[src/rtl/gelato_types.sv]
`default_nettype none
// ============================================================================
//  Module      : gelato_types (package)
//  Description : Shared types and constants for the Gelato issue stage.
//                WARP_NUM   - number of warps arbitrated by the scheduler
//                warp_num_t - warp index type
//                inst_t     - decoded instruction word carried to execute
//  Revision    : 1.0 - initial release
// ============================================================================
package gelato_types;

    localparam int WARP_NUM = 32;
    localparam int WARP_W   = $clog2(WARP_NUM);
    localparam int INST_W   = 32;

    typedef logic [WARP_W-1:0] warp_num_t;
    typedef logic [INST_W-1:0] inst_t;

    // One-hot vector with only bit w set.
    function automatic logic [WARP_NUM-1:0] warp_onehot(input warp_num_t w);
        return WARP_NUM'(1) << w;
    endfunction

endpackage
`default_nettype wire

[src/rtl/gelato_rr_picker.sv]
`default_nettype none
// ============================================================================
//  Module      : gelato_rr_picker
//  Description : Round-robin search over a request mask. The search visits
//                last+1, last+2, ... modulo N, so the index 'last' itself is
//                examined last.
//  Ports       : mask  - request bits, one per candidate
//                last  - index granted most recently
//                found - at least one mask bit is set
//                index - first set bit in round-robin order after 'last'
//  Revision    : 1.0 - initial release
// ============================================================================
module gelato_rr_picker #(
    parameter int N     = 32,
    parameter int IDX_W = $clog2(N)
) (
    input  logic [N-1:0]     mask,
    input  logic [IDX_W-1:0] last,
    output logic             found,
    output logic [IDX_W-1:0] index
);

    logic [IDX_W-1:0] cand;

    always_comb begin
        found = 1'b0;
        index = '0;
        cand  = '0;
        for (int k = 1; k <= N; k++) begin
            cand = IDX_W'((int'(last) + k) % N);
            if (!found && mask[cand]) begin
                found = 1'b1;
                index = cand;
            end
        end
    end

endmodule
`default_nettype wire

[src/rtl/gelato_issue_scheduler.sv]
`default_nettype none
// ============================================================================
//  Module      : gelato_issue_scheduler
//  Description : Round-robin warp issue scheduler with a single issue slot.
//  Ports       : clk, rst_n          - clock, synchronous active-low reset
//                rdy                 - global enable, freezes everything when 0
//                ibuf_valid/ibuf_inst- per-warp head instruction
//                sb_ready            - per-warp scoreboard clear
//                ibuf_pop            - one-hot pop pulse after a slot load
//                issue_valid/ready   - issue slot handshake to execute
//                issue_warp_num/inst - issue slot contents
//                barrier_set/warp_num/release - barrier wait bookkeeping
//  Revision    : 1.0 - initial release
// ============================================================================
module gelato_issue_scheduler
    import gelato_types::*;
(
    input  logic                clk,
    input  logic                rst_n,
    input  logic                rdy,
    input  logic [WARP_NUM-1:0] ibuf_valid,
    input  inst_t               ibuf_inst [WARP_NUM],
    input  logic [WARP_NUM-1:0] sb_ready,
    output logic [WARP_NUM-1:0] ibuf_pop,
    output logic                issue_valid,
    input  logic                issue_ready,
    output warp_num_t           issue_warp_num,
    output inst_t               issue_inst,
    input  logic                barrier_set,
    input  warp_num_t           barrier_warp_num,
    input  logic                barrier_release
);

    typedef enum logic [0:0] {
        SELECT = 1'b0,
        HOLD   = 1'b1
    } state_e;

    state_e              state_q, state_d;
    warp_num_t           last_warp_q, last_warp_d;
    warp_num_t           issue_warp_q, issue_warp_d;
    inst_t               issue_inst_q, issue_inst_d;
    logic                issue_valid_q, issue_valid_d;
    logic [WARP_NUM-1:0] ibuf_pop_q, ibuf_pop_d;
    logic [WARP_NUM-1:0] barrier_wait_q, barrier_wait_d;

    logic [WARP_NUM-1:0] slot_mask;
    logic [WARP_NUM-1:0] eligible;
    warp_num_t           pick_last;
    warp_num_t           pick_index;
    logic                pick_found;

    // The warp sitting in the slot is never eligible, so a back-to-back load
    // always moves on to a different warp.
    always_comb begin
        slot_mask = issue_valid_q ? ~warp_onehot(issue_warp_q) : '1;
        eligible  = ibuf_valid & sb_ready & ~barrier_wait_q & slot_mask;
        // In HOLD the search only matters on a handshake, where last_warp is
        // about to become the issued warp; search from there directly.
        pick_last = (state_q == HOLD) ? issue_warp_q : last_warp_q;
    end

    gelato_rr_picker #(
        .N     (WARP_NUM),
        .IDX_W (WARP_W)
    ) u_picker (
        .mask  (eligible),
        .last  (pick_last),
        .found (pick_found),
        .index (pick_index)
    );

    always_comb begin
        state_d        = state_q;
        last_warp_d    = last_warp_q;
        issue_warp_d   = issue_warp_q;
        issue_inst_d   = issue_inst_q;
        issue_valid_d  = issue_valid_q;
        ibuf_pop_d     = '0;
        barrier_wait_d = barrier_wait_q;

        if (rdy) begin
            case (state_q)
                SELECT: begin
                    if (pick_found) begin
                        issue_valid_d = 1'b1;
                        issue_warp_d  = pick_index;
                        issue_inst_d  = ibuf_inst[pick_index];
                        ibuf_pop_d    = warp_onehot(pick_index);
                        state_d       = HOLD;
                    end else begin
                        issue_valid_d = 1'b0;
                    end
                end
                HOLD: begin
                    if (issue_ready) begin
                        last_warp_d = issue_warp_q;
                        if (pick_found) begin
                            issue_warp_d = pick_index;
                            issue_inst_d = ibuf_inst[pick_index];
                            ibuf_pop_d   = warp_onehot(pick_index);
                        end else begin
                            issue_valid_d = 1'b0;
                            state_d       = SELECT;
                        end
                    end
                end
                default: state_d = SELECT;
            endcase

            // Release wins over older waits, but a same-cycle set survives.
            if (barrier_release) begin
                barrier_wait_d = '0;
            end
            if (barrier_set) begin
                barrier_wait_d[barrier_warp_num] = 1'b1;
            end
        end else begin
            // Keep a pending pop pulse so it still appears once rdy returns.
            ibuf_pop_d = ibuf_pop_q;
        end
    end

    always_ff @(posedge clk) begin
        if (!rst_n) begin
            state_q        <= SELECT;
            last_warp_q    <= warp_num_t'(WARP_NUM - 1);
            issue_warp_q   <= '0;
            issue_inst_q   <= '0;
            issue_valid_q  <= 1'b0;
            ibuf_pop_q     <= '0;
            barrier_wait_q <= '0;
        end else begin
            state_q        <= state_d;
            last_warp_q    <= last_warp_d;
            issue_warp_q   <= issue_warp_d;
            issue_inst_q   <= issue_inst_d;
            issue_valid_q  <= issue_valid_d;
            ibuf_pop_q     <= ibuf_pop_d;
            barrier_wait_q <= barrier_wait_d;
        end
    end

    assign ibuf_pop       = ibuf_pop_q & {WARP_NUM{rdy}};
    assign issue_valid    = issue_valid_q;
    assign issue_warp_num = issue_warp_q;
    assign issue_inst     = issue_inst_q;

endmodule
`default_nettype wire

[config.mk]
export PLATFORM = sky130hd
export DESIGN_NAME = gelato_issue_scheduler
export DESIGN_NICKNAME = d
export VERILOG_FILES = /design/src/rtl/gelato_types.sv /design/src/rtl/gelato_rr_picker.sv /design/src/rtl/gelato_issue_scheduler.sv
export SDC_FILE = /design/constraint.sdc
export NUM_CORES = 1
export LEC_CHECK = 0
export ABC_AREA = 0
export BUFFER_PORTS_ARGS = -buffer_cell sky130_fd_sc_hd__buf_2
export CORE_AREA = 2 2 452 454
export DETAILED_ROUTE_END_ITERATION = 12
export DIE_AREA = 0 0 454 456
export HOLD_SLACK_MARGIN = 0.03
export MAX_ROUTING_LAYER = met4
export PLACE_DENSITY = 0.3
export SLEW_MARGIN = 10
export SYNTH_ARGS = -nofsm -noshare
export SYNTH_HDL_FRONTEND = slang
export SYNTH_SLANG_ARGS = --single-unit
export TNS_END_PERCENT = 100
[constraint.sdc]
create_clock -name clk -period 11 [get_ports clk]
set_input_delay 1.1 -clock clk [delete_from_list [all_inputs] [get_ports clk]]
set_output_delay 1.1 -clock clk [all_outputs]
set_load 0.02 [all_outputs]
==> results of run 1 <==
==> through the flow <==
stage | utilization | worst slack [ps] | instance area [sq um]
detailed placement | 0.1472 | 1914 | 29690
finish | 0.1497 | 2125 | 30190
global route | 0.1496 | 1587 | 30170
CTS | 0.1487 | 1882 | 29990
floorplan | - | 4227 | 20690
global placement | 0.1472 | 1681 | 29690
==> worst max-delay path: cells and delay by family (launching register included) <==
| kind | cells | cell delay, ps |
|---|---|---|
| DFF | 1 | 710 |
| muxes | 4 | 1740 |
| adders and majority gates | 1 | 890 |
| AOI/OAI and AO/OA | 6 | 1630 |
| and+or+nand+nor | 5 | 1690 |
| buffers and inverters | 4 | 1980 |
==> final timing paths <==
path / start / to / slack [ps] / depth (start not counted)
worst max register to register: state_q$_SDFFE_PN0P_ / issue_inst[4]$_SDFFE_PN0P_ / 2130 / 20
worst min-delay path: last_warp_q[1]$_SDFFE_PN1P_ / last_warp_q[1]$_SDFFE_PN1P_ / 490 / 2
worst min register to register: last_warp_q[1]$_SDFFE_PN1P_ / last_warp_q[1]$_SDFFE_PN1P_ / 490 / 2
worst max-delay path: state_q$_SDFFE_PN0P_ / issue_inst[4]$_SDFFE_PN0P_ / 2130 / 20
==> synth_stat cells (all sizes together) (23+ instances only) <==
cell type and count:
a22oi 40, dfxtp 108, nor2 150, nand3b 36, a221oi 24, nand4 28, nor3 31, nand3 75
mux2 85, a21oi 162, nand2 182, clkbuf 85, o2111ai 43, mux4 81, inv 23, o211ai 81
nor2b 86, mux2i 422, and2 58, a211o 45, a211oi 107, buf 146, o22ai 34, xnor2 28
o21ai 83
==> cell families after synthesis <==
kind of cell | after synthesis | synth area share
AOI/OAI and AO/OA | 804 | 0.2835
xor gates and xnor gates | 35 | 0.01735
adders and majority gates | 12 | 0.007256
buffers and inverters | 255 | 0.05956
DFF | 108 | 0.1045
muxes | 588 | 0.3413
and+or+nand+nor | 735 | 0.1865
==> flip-flops by register name, indices dropped and copies added, names as in the netlist <==
register / flops
barrier_wait_q: 32
state_q: 1
issue_warp_num: 5
last_warp_q: 5
issue_inst: 32
ibuf_pop_q: 32
issue_valid: 1
==> metal layers <==
| metal | track usage | share of wire | vias to the layer above |
|---|---|---|---|
| met1 | 0.2068 | 0.39 | 13542 |
| met2 | 0.3345 | 0.53 | 1081 |
| met5 | - | 0 | - |
| met3 | 0.01644 | 0.036 | 215 |
| met4 | 0.07764 | 0.049 | 0 |
| li1 | - | - | 12191 |
==> layout make-up <==
type	instances	area (sq um)	share of cell area
multi-input cells	2174	17420	0.5771
flip-flops and latches	108	2162	0.07162
diodes	79	197.7	0.006549
clock inverters	6	62.56	0.002072
clock buffers	10	239.0	0.007916
well taps	2672	3343	0.1107
inverters	24	96.34	0.003191
repair buffers	1259	6666	0.2208
==> metrics.yaml, run 1 <==
clock_network:
  holdBufCountCts: 0
  cts_max_level: 3
  clock_path_buffers: 2
  cts_setup_buffers: 0
  cts_resized: 0
  clk_latency_ps: 440
  cts.sinks: 108
  cts_tree: "yes"
  root_buffer: "clkbuf_16"
  numCtsBuffers: 9
  path_clk_slew_ps: 100
critical_path:
  cp.arrival_ps: 9220
  critical_path_peak_fanout: 38
  path_cells: "mux2i_2 -> ha_2 -> inv_1 -> buf_4 -> mux4_2 -> mux4_2 -> nand3_1 -> nor4_4 -> nand3_1 -> nor4_2 -> a22o_1 -> a221oi_1 -> and3_1 -> a41oi_4 -> buf_4 -> mux2i_1 -> o22ai_1 -> buf_4 -> a221o_1 -> o21a_1"
  worstSetupPathType: "reg -> reg"
  crit_path_frequent_cell: "buf_4"
  worstPathRequired_ps: 11340
  critPathCaptureType: "register"
  slowest_stage: "ha_2"
  startpoint_type: "register"
  cpPeakStageDelay_ps: 890
global_route:
  overflow: 0
  antenna_found_initial: 81
  grt_pass1_wl_microns: 253300
  grt_max_degree: 113
  track_usage: 0.1852
  grt_pass1_vias: 27104
sta:
  slew_viol_final: 0
  skew_ps: 21.07
  hold_violations: 0
  worstMarginPinSlew_ps: 1386
  layout_min_cycle_time_ps: 8875
  achievable-frequency_mhz: 112.7
  period_share: 0.8068
  fin_setup_tns_ps: 0
  rsz0062_at_grt: "no"
  finalSetupViolCount: 0
  fin_hold_ws_ps: 486.4
  timing.slew.headroom: 0.06860
finish:
  fill_cells: 23256
  final_common_cell: "buf_2"
  syn_to_final_growth_pct: 45.89
  finalNonFillerCells: 6332
  drive_gt1_frac: 0.4178
  final_net_count: 4687
  layout_common_cells: "buf_2 (1,168), mux2i_1 (412), nand2_1 (180)"
synthesis:
  syn_area_sq_um: 20690
  yosys.area.top_type_share: 0.2003
  synth_area_leaders: "mux2i_1 (20%), dfxtp_1 (10%), mux4_2 (8.8%)"
  synth_edf_count: 0
  netlist_instances: 2537
  synth.largest_area_cell: "mux2i_1"
  synthArstFlopShare: 0
  syn_nets: 3648
  yosysUniqueCellTypes: 111
  dominantRegCellSynth: "dfxtp_1"
  synth_area_per_cell_sq_um: 8.156
  ys_ff_latch: 108
  ys_warn_count: 0
  synth-seq-area-share: 0.1045
route:
  first_pass_iters: 5
  vias_per_cell: 4.269
  drt_iter0_markers: 2247
  drcViolationCount: 0
  routed_wl_microns: 194500
  antenna_left: 0
  wire_per_inst_microns: 30.71
  dr_total_vias: 27029
floorplanning:
  start_util: 0.1026
  core_sq_um: 201700
  die_h_microns: 456
  die_area_sq_um: 207000
  std_cell_rows: 165
  ioPinCount: 1169
  die_w_microns: 454
placement:
  portBuffers: 1168
  hpwl_microns: 168800
  dp_cells: 6237
  gp_congestion: 0.9596
min_path:
  worstHoldPathType: "reg -> reg"
status:
  status: "finished, final reports clean"
run:
  maxCapViolCount: 0
Power of run 1 is left out: the tool's default activity adds up to more than one toggle a clock period on the data nets, which glitch-free logic cannot reach.
==> inputs of run 2 (changes only) <==
==> constraint.sdc (replaced) <==
create_clock -name clk -period 8.4 [get_ports clk]
set_input_delay 0.84 -clock clk [delete_from_list [all_inputs] [get_ports clk]]
set_output_delay 0.84 -clock clk [all_outputs]
set_load 0.02 [all_outputs]
==> run 2 against run 1 <==
  * Critical endpoint is now issue_inst[2]$_SDFFE_PN0P_
  * Die area did not move
  * Critical path depth up 3
  * Highest routed layer unchanged
  * Sequential share of layout area down 0.53 points
  * Cell area grew 8.0%
  * Sequential cell count did not move
==> metrics.yaml, run 2 (synthesis gave the netlist of run 1 again) <==
finish:
  syn_to_final_growth_pct: 57.52
  fill_cells: 23216  # -0.17%
  final_net_count: 4957  # +5.8%
  drive_gt1_frac: 0.4586  # +0.04082
  final_common_cell: "buf_2"
  layout_common_cells: "buf_2 (1,168), mux2i_1 (412), buf_4 (320)"
  finalNonFillerCells: 6598  # +4.2%
placement:
  hpwl_microns: 172000  # +1.9%
  gp_congestion: 0.9448  # -1.5%
  dp_cells: 6506  # +4.3%
  portBuffers: 1168  # unchanged
critical_path:
  endpoint: "issue_inst[2]$_SDFFE_PN0P_"
  path_cells: "mux2i_4 -> inv_2 -> buf_4 -> a21oi_1 -> xnor2_2 -> o2111ai_1 -> a41oi_1 -> or2_2 -> o21ai_0 -> a211oi_1 -> buf_4 -> o41ai_1 -> a211oi_1 -> a22oi_4 -> buf_12 -> buf_12 -> buf_4 -> a211oi_1 -> buf_4 -> a211oi_1 -> a21oi_1 -> o21ai_0 -> o31a_1"
  worstPathRequired_ps: 8730  # -2610 ps
  critical_path_peak_fanout: 24  # -37%
  critPathCaptureType: "register"
  worstSetupPathType: "reg -> reg"
  r2r_cells: 23  # +15%
  r2r_start: "issue_warp_num[2]$_SDFFE_PN0P_"
  cp-startpoint: "issue_warp_num[2]$_SDFFE_PN0P_"
  r2r_end: "issue_inst[2]$_SDFFE_PN0P_"
  startpoint_type: "register"
  cp.arrival_ps: 8170  # -1050 ps
  slowest_stage: "xnor2_2"
  cpPeakStageDelay_ps: 930  # +40 ps
  reg2reg_slack_ps: 560  # -1570 ps
global_route:
  grt_pass1_wl_microns: 255200  # +0.74%
  grtUsageMet2: 0.3408  # +0.006346
  overflow: 0  # unchanged
  antenna_found_initial: 76  # -6.2%
  grt_max_degree: 79  # -30%
  track_usage: 0.1858  # +0.0005949
  grt.met3_usage: 0.01428  # -0.002156
  grtUsageMet1: 0.2038  # -0.002952
  grt_pass1_vias: 28057  # +3.5%
  grt.busiest_layer: "met2"
floorplanning:
  start_util: 0.1026  # unchanged
  std_cell_rows: 165  # unchanged
  ioPinCount: 1169  # unchanged
  die_w_microns: 454  # unchanged
  die_h_microns: 456  # unchanged
  die_area_sq_um: 207000  # unchanged
  core_sq_um: 201700  # unchanged
sta:
  hold_violations: 0  # unchanged
  fin_hold_ws_ps: 487.0  # +0.5640 ps
  rsz0062_at_grt: "no"
  timing.slew.headroom: 0.07890  # +0.01030
  period_share: 0.9336  # +0.1268
  achievable-frequency_mhz: 127.5  # +13%
  finalSetupViolCount: 0  # unchanged
  fin_setup_tns_ps: 0  # unchanged
  skew_ps: 23.15  # +2.078 ps
  slew_viol_final: 0  # unchanged
  worstMarginPinSlew_ps: 1375  # -11.55 ps
  layout_min_cycle_time_ps: 7842  # -1033 ps
route:
  drcViolationCount: 0  # unchanged
  routed_wl_microns: 195800  # +0.65%
  antenna_left: 0  # unchanged
  drt_iter0_markers: 1983  # -12%
  wire_per_inst_microns: 29.67  # -3.4%
  first_pass_iters: 6  # +1
  dr_total_vias: 27758  # +2.7%
  vias_per_cell: 4.207  # -1.4%
clock_network:
  cts_max_level: 3  # unchanged
  path_clk_slew_ps: 100  # about the same
  clk_latency_ps: 450  # about the same
  root_buffer: "clkbuf_16"
  cts.sinks: 108  # unchanged
  clock_path_buffers: 2  # unchanged
  numCtsBuffers: 9  # unchanged
  cts_tree: "yes"
run:
  maxCapViolCount: 0  # unchanged
min_path:
  worstHoldPathType: "reg -> reg"
status:
  status: "finished, final reports clean"
run 2: layout make-up:
cell class | instances | area [sq um] | share of cell area
clock buffer | 9 | 225.2 | 0.006910
timing repair buffer | 1528 | 9049 | 0.2776
inverter | 24 | 96.34 | 0.002956
sequential | 108 | 2163 | 0.06637
antenna | 75 | 187.7 | 0.005758
tap | 2672 | 3343 | 0.1026
clock inverter | 7 | 78.83 | 0.002418
multi-input combinational | 2175 | 17450 | 0.5354
run 2: stage by stage:
stage	utilization	instance area, sq um	setup WS [ps]
2_1_floorplan	-	20690	1627
3_3_place_gp	0.1590	32070	-8.758
3_5_place_dp	0.1590	32070	34.26
4_1_cts	0.1605	32380	171.7
5_1_grt	0.1616	32590	157.6
6_report	0.1616	32600	557.8
run 2: how the worst min path moves through the flow:
stage / start / endpoint / slack [ps] / depth (start not counted)
CTS: issue_inst[28]$_SDFFE_PN0P_ / issue_inst[28]$_SDFFE_PN0P_ / 490 / 1
finish: ibuf_pop_q[8]$_SDFFE_PN0P_ / ibuf_pop_q[8]$_SDFFE_PN0P_ / 490 / 2
detailed placement: issue_inst[28]$_SDFFE_PN0P_ / issue_inst[28]$_SDFFE_PN0P_ / 470 / 1
floorplan: last_warp_q[1]$_SDFFE_PN1P_ / last_warp_q[1]$_SDFFE_PN1P_ / 440 / 2
global route: issue_inst[28]$_SDFFE_PN0P_ / issue_inst[28]$_SDFFE_PN0P_ / 510 / 1
global placement: issue_inst[28]$_SDFFE_PN0P_ / issue_inst[28]$_SDFFE_PN0P_ / 460 / 1
run 2: per-layer routing:
metal | share of wire | routed length (microns)
met1 | 0.38 | 74040
met2 | 0.53 | 104500
met3 | 0.038 | 7452
met4 | 0.050 | 9788
met5 | 0 | 0
run 2: critical path: cells and delay by family (launching register included):
family | cells | cell delay [ps]
compound gates | 13 | 4110
buf+inv | 7 | 1500
xor+xnor | 1 | 930
flops | 1 | 630
mux | 1 | 260
simple gates | 1 | 240
run 2: repair_timing:
| action | 4_1_cts | 5_1_grt |
|---|---|---|
| setup endpoints to repair | 1 | 9 |
| resized for setup | 1 | 3 |
| pin swaps | 0 | 1 |
| buffers inserted | 0 | 0 |
| hold buffers | 0 | 0 |
| cloned | 0 | 1 |
Power of run 2 is left out for the same reason.
==> inputs of run 3 (changes only) <==
--- a/config.mk
+++ b/config.mk
@@ -5,11 +5,11 @@
 export SDC_FILE = /design/constraint.sdc
 export NUM_CORES = 1
 export LEC_CHECK = 0
-export ABC_AREA = 0
+export ABC_AREA = 1
 export BUFFER_PORTS_ARGS = -buffer_cell sky130_fd_sc_hd__buf_2
-export CORE_AREA = 2 2 452 454
+export CORE_AREA = 2 2 460 462
 export DETAILED_ROUTE_END_ITERATION = 12
-export DIE_AREA = 0 0 454 456
+export DIE_AREA = 0 0 462 464
 export HOLD_SLACK_MARGIN = 0.03
 export MAX_ROUTING_LAYER = met4
 export PLACE_DENSITY = 0.3
==> run 3 against run 2 <==
  * Cell count increased by 30%
  * Register-to-register slack better by 360 ps
  * Clock-buffer cell count unchanged
  * Critical path type unchanged
  * First-iteration DRC count increased by 44%
  * Cell area rose by 3.6%
  * Fmax up 4.8%
  * Sequential cell count unchanged
  * Via count rose by 25%
  * Synthesized cell count is 74% higher
==> metrics.yaml, run 3 <==
clock_network:
  cts_tree: "yes"
  cts.sinks: 108  # unchanged
  holdBufCountCts: 0  # unchanged
  cts_max_level: 3  # unchanged
  cts_resized: 0  # -1
  root_buffer: "clkbuf_16"
  clk_latency_ps: 440  # about the same
  path_clk_slew_ps: 100  # about the same
  clock_path_buffers: 2  # unchanged
  numCtsBuffers: 9  # unchanged
  cts_setup_buffers: 0  # unchanged
status:
  status: "finished, final reports clean"
floorplanning:
  std_cell_rows: 168  # +1.8%
  die_area_sq_um: 214400  # +3.5%
  core_sq_um: 209200  # +3.7%
  start_util: 0.1024  # -0.0001491
  ioPinCount: 1169  # unchanged
  die_h_microns: 464  # +1.8%
  die_w_microns: 462  # +1.8%
sta:
  rsz0062_at_grt: "no"
  period_share: 0.8911  # -0.04247
  worstMarginPinSlew_ps: 1142  # -233.3 ps
  layout_min_cycle_time_ps: 7485  # -356.7 ps
  achievable-frequency_mhz: 133.6  # +4.8%
  slew_viol_final: 0  # unchanged
  skew_ps: 18.18  # -4.965 ps
  timing.final.ws_setup_ps: 914.5  # +356.7 ps
  fin_setup_tns_ps: 0  # unchanged
  timing.slew.headroom: 0.2371  # +0.1582
  hold_violations: 0  # unchanged
  finalSetupViolCount: 0  # unchanged
run:
  maxCapViolCount: 0  # unchanged
power:
  p_per_area_nw_per_um2: 525.3
  ir_worst_vdd_v: 0.0002375
  power_leakage_nw: 18.57
finish:
  final_common_cell: "nand2_1"
  finalNonFillerCells: 8571  # +30%
  syn_to_final_growth_pct: 57.60  # about the same
  layout_common_cells: "nand2_1 (2,306), buf_2 (1,168), nand3_1 (1,075)"
  drive_gt1_frac: 0.2946  # -0.1640
  final_net_count: 6817  # +38%
critical_path:
  slowest_stage: "dfxtp_1"
  cpPeakStageDelay_ps: 640  # -290 ps
  critical_path_peak_fanout: 24  # unchanged
  worstSetupPathType: "reg -> reg"
  crit_family: "simple AND/OR/NAND/NOR gates"
  crit_path_frequent_cell: "nand2_1"
  startpoint_type: "register"
  cp_num_buf_inv: 10  # +3
  cp.arrival_ps: 7880  # -290 ps
  worstPathRequired_ps: 8800  # +70 ps
  critPathCaptureType: "register"
global_route:
  overflow: 0  # unchanged
  antenna_found_initial: 66  # -13%
  grt_pass1_vias: 34234  # +22%
  grt_max_degree: 66  # -16%
  grt_pass1_wl_microns: 283300  # +11%
  track_usage: 0.1975  # +0.01167
route:
  first_pass_iters: 6  # unchanged
  drcViolationCount: 0  # unchanged
  antenna_left: 0  # unchanged
  vias_per_cell: 4.055  # -3.6%
  wire_per_inst_microns: 25.18  # -15%
  dr_total_vias: 34759  # +25%
  routed_wl_microns: 215800  # +10%
  drt_iter0_markers: 2848  # +44%
synthesis:
  synth.most_common_cell: "nand2_1"
  syn_area_sq_um: 21430  # +3.5%
  syn_nets: 5529  # +52%
  synthArstFlopShare: 0  # unchanged
  ys_warn_count: 0  # unchanged
  yosysUniqueCellTypes: 46  # -59%
  synth-seq-area-share: 0.1009  # -0.003576
  synth.largest_area_cell: "nand2_1"
  yosys.area.top_type_share: 0.4040  # +0.2037
  netlist_instances: 4418  # +74%
  synth_common_cells: "nand2_1 (2,306), nand3_1 (1,075), inv_1 (192)"
  ys_ff_latch: 108  # unchanged
  synth_area_per_cell_sq_um: 4.850  # -41%
  dominantRegCellSynth: "dfxtp_1"
  synth_edf_count: 0  # unchanged
  synth_area_leaders: "nand2_1 (40%), nand3_1 (25%), dfxtp_1 (10%)"
placement:
  portBuffers: 1168  # unchanged
  dp_slack_ps: 1001  # +967.1 ps
  dp_cells: 8500  # +31%
  hpwl_microns: 189100  # +9.9%
  gp_congestion: 0.9350  # -1.0%
min_path:
  worstHoldPathType: "reg -> reg"
-- run 3: power by group --
| part | switching (mW) | internal [mW] |
|---|---|---|
| Combinational | 10.9 | 5.73 |
| Sequential | 0.0616 | 0.574 |
| Clock | 0.298 | 0.208 |
-- run 3: worst min-delay path: stages (launching register included) --
cell     delay, ps
dfxtp_1        320
nand2_1         60
a21oi_1         50
-- run 3: kinds of logic (layout without fill, tap and decap cells) --
family / count (synthesis) / after routing / share of synthesized area
DFF: 108 / 108 / 0.1009
buffers and inverters: 525 / 1817 / 0.1312
xor gates and xnor gates: 13 / 13 / 0.006716
muxes: 2 / 2 / 0.0009344
AOI/OAI and AO/OA: 166 / 166 / 0.04403
other: 0 / 56 / 0
adders and majority gates: 12 / 12 / 0.007008
and+or+nand+nor: 3592 / 3592 / 0.7092
-- run 3: layout make-up --
type	count	area, sq um
sequential	108	2162
inverter	206	787.0
clock buffer	9	225.2
antenna	56	140.1
timing repair buffer	1596	10350
tap	2805	3510
fill	25052	175400
multi-input combinational	3785	16540
clock inverter	6	57.56
-- run 3: metal layers --
layer,global-route usage,share of wire
met5,-,0
met4,0.05872,0.028
met3,0.02309,0.052
met2,0.3243,0.47
met1,0.2521,0.45
-- run 3: path summary, 6_finish.rpt --
check                                                  from                           to  slack (ps)  cells past startpoint
worst min-delay path            ibuf_pop_q[23]$_SDFFE_PN0P_  ibuf_pop_q[23]$_SDFFE_PN0P_         470                      2
worst max register to register         state_q$_SDFFE_PN0P_  issue_inst[19]$_SDFFE_PN0P_         910                     41
worst min register to register  ibuf_pop_q[23]$_SDFFE_PN0P_  ibuf_pop_q[23]$_SDFFE_PN0P_         470                      2
worst max-delay path                   state_q$_SDFFE_PN0P_  issue_inst[19]$_SDFFE_PN0P_         910                     41
-- run 3: through the flow --
| stage | power [mW] | hold slack [ps] | util | area [sq um] |
|---|---|---|---|---|
| after global placement | 17.60 | 452.4 | 0.1594 | 33340 |
| after detailed placement | 17.51 | 455.8 | 0.1594 | 33340 |
| after global routing | 19.18 | 487.7 | 0.1612 | 33720 |
| after CTS | 18.10 | 471.0 | 0.1608 | 33630 |
| after floorplan | 8.397 | 429.2 | - | 21430 |
| final | 17.74 | 468.5 | 0.1615 | 33770 |
No activity file was read; power rests on OpenSTA's default activity.
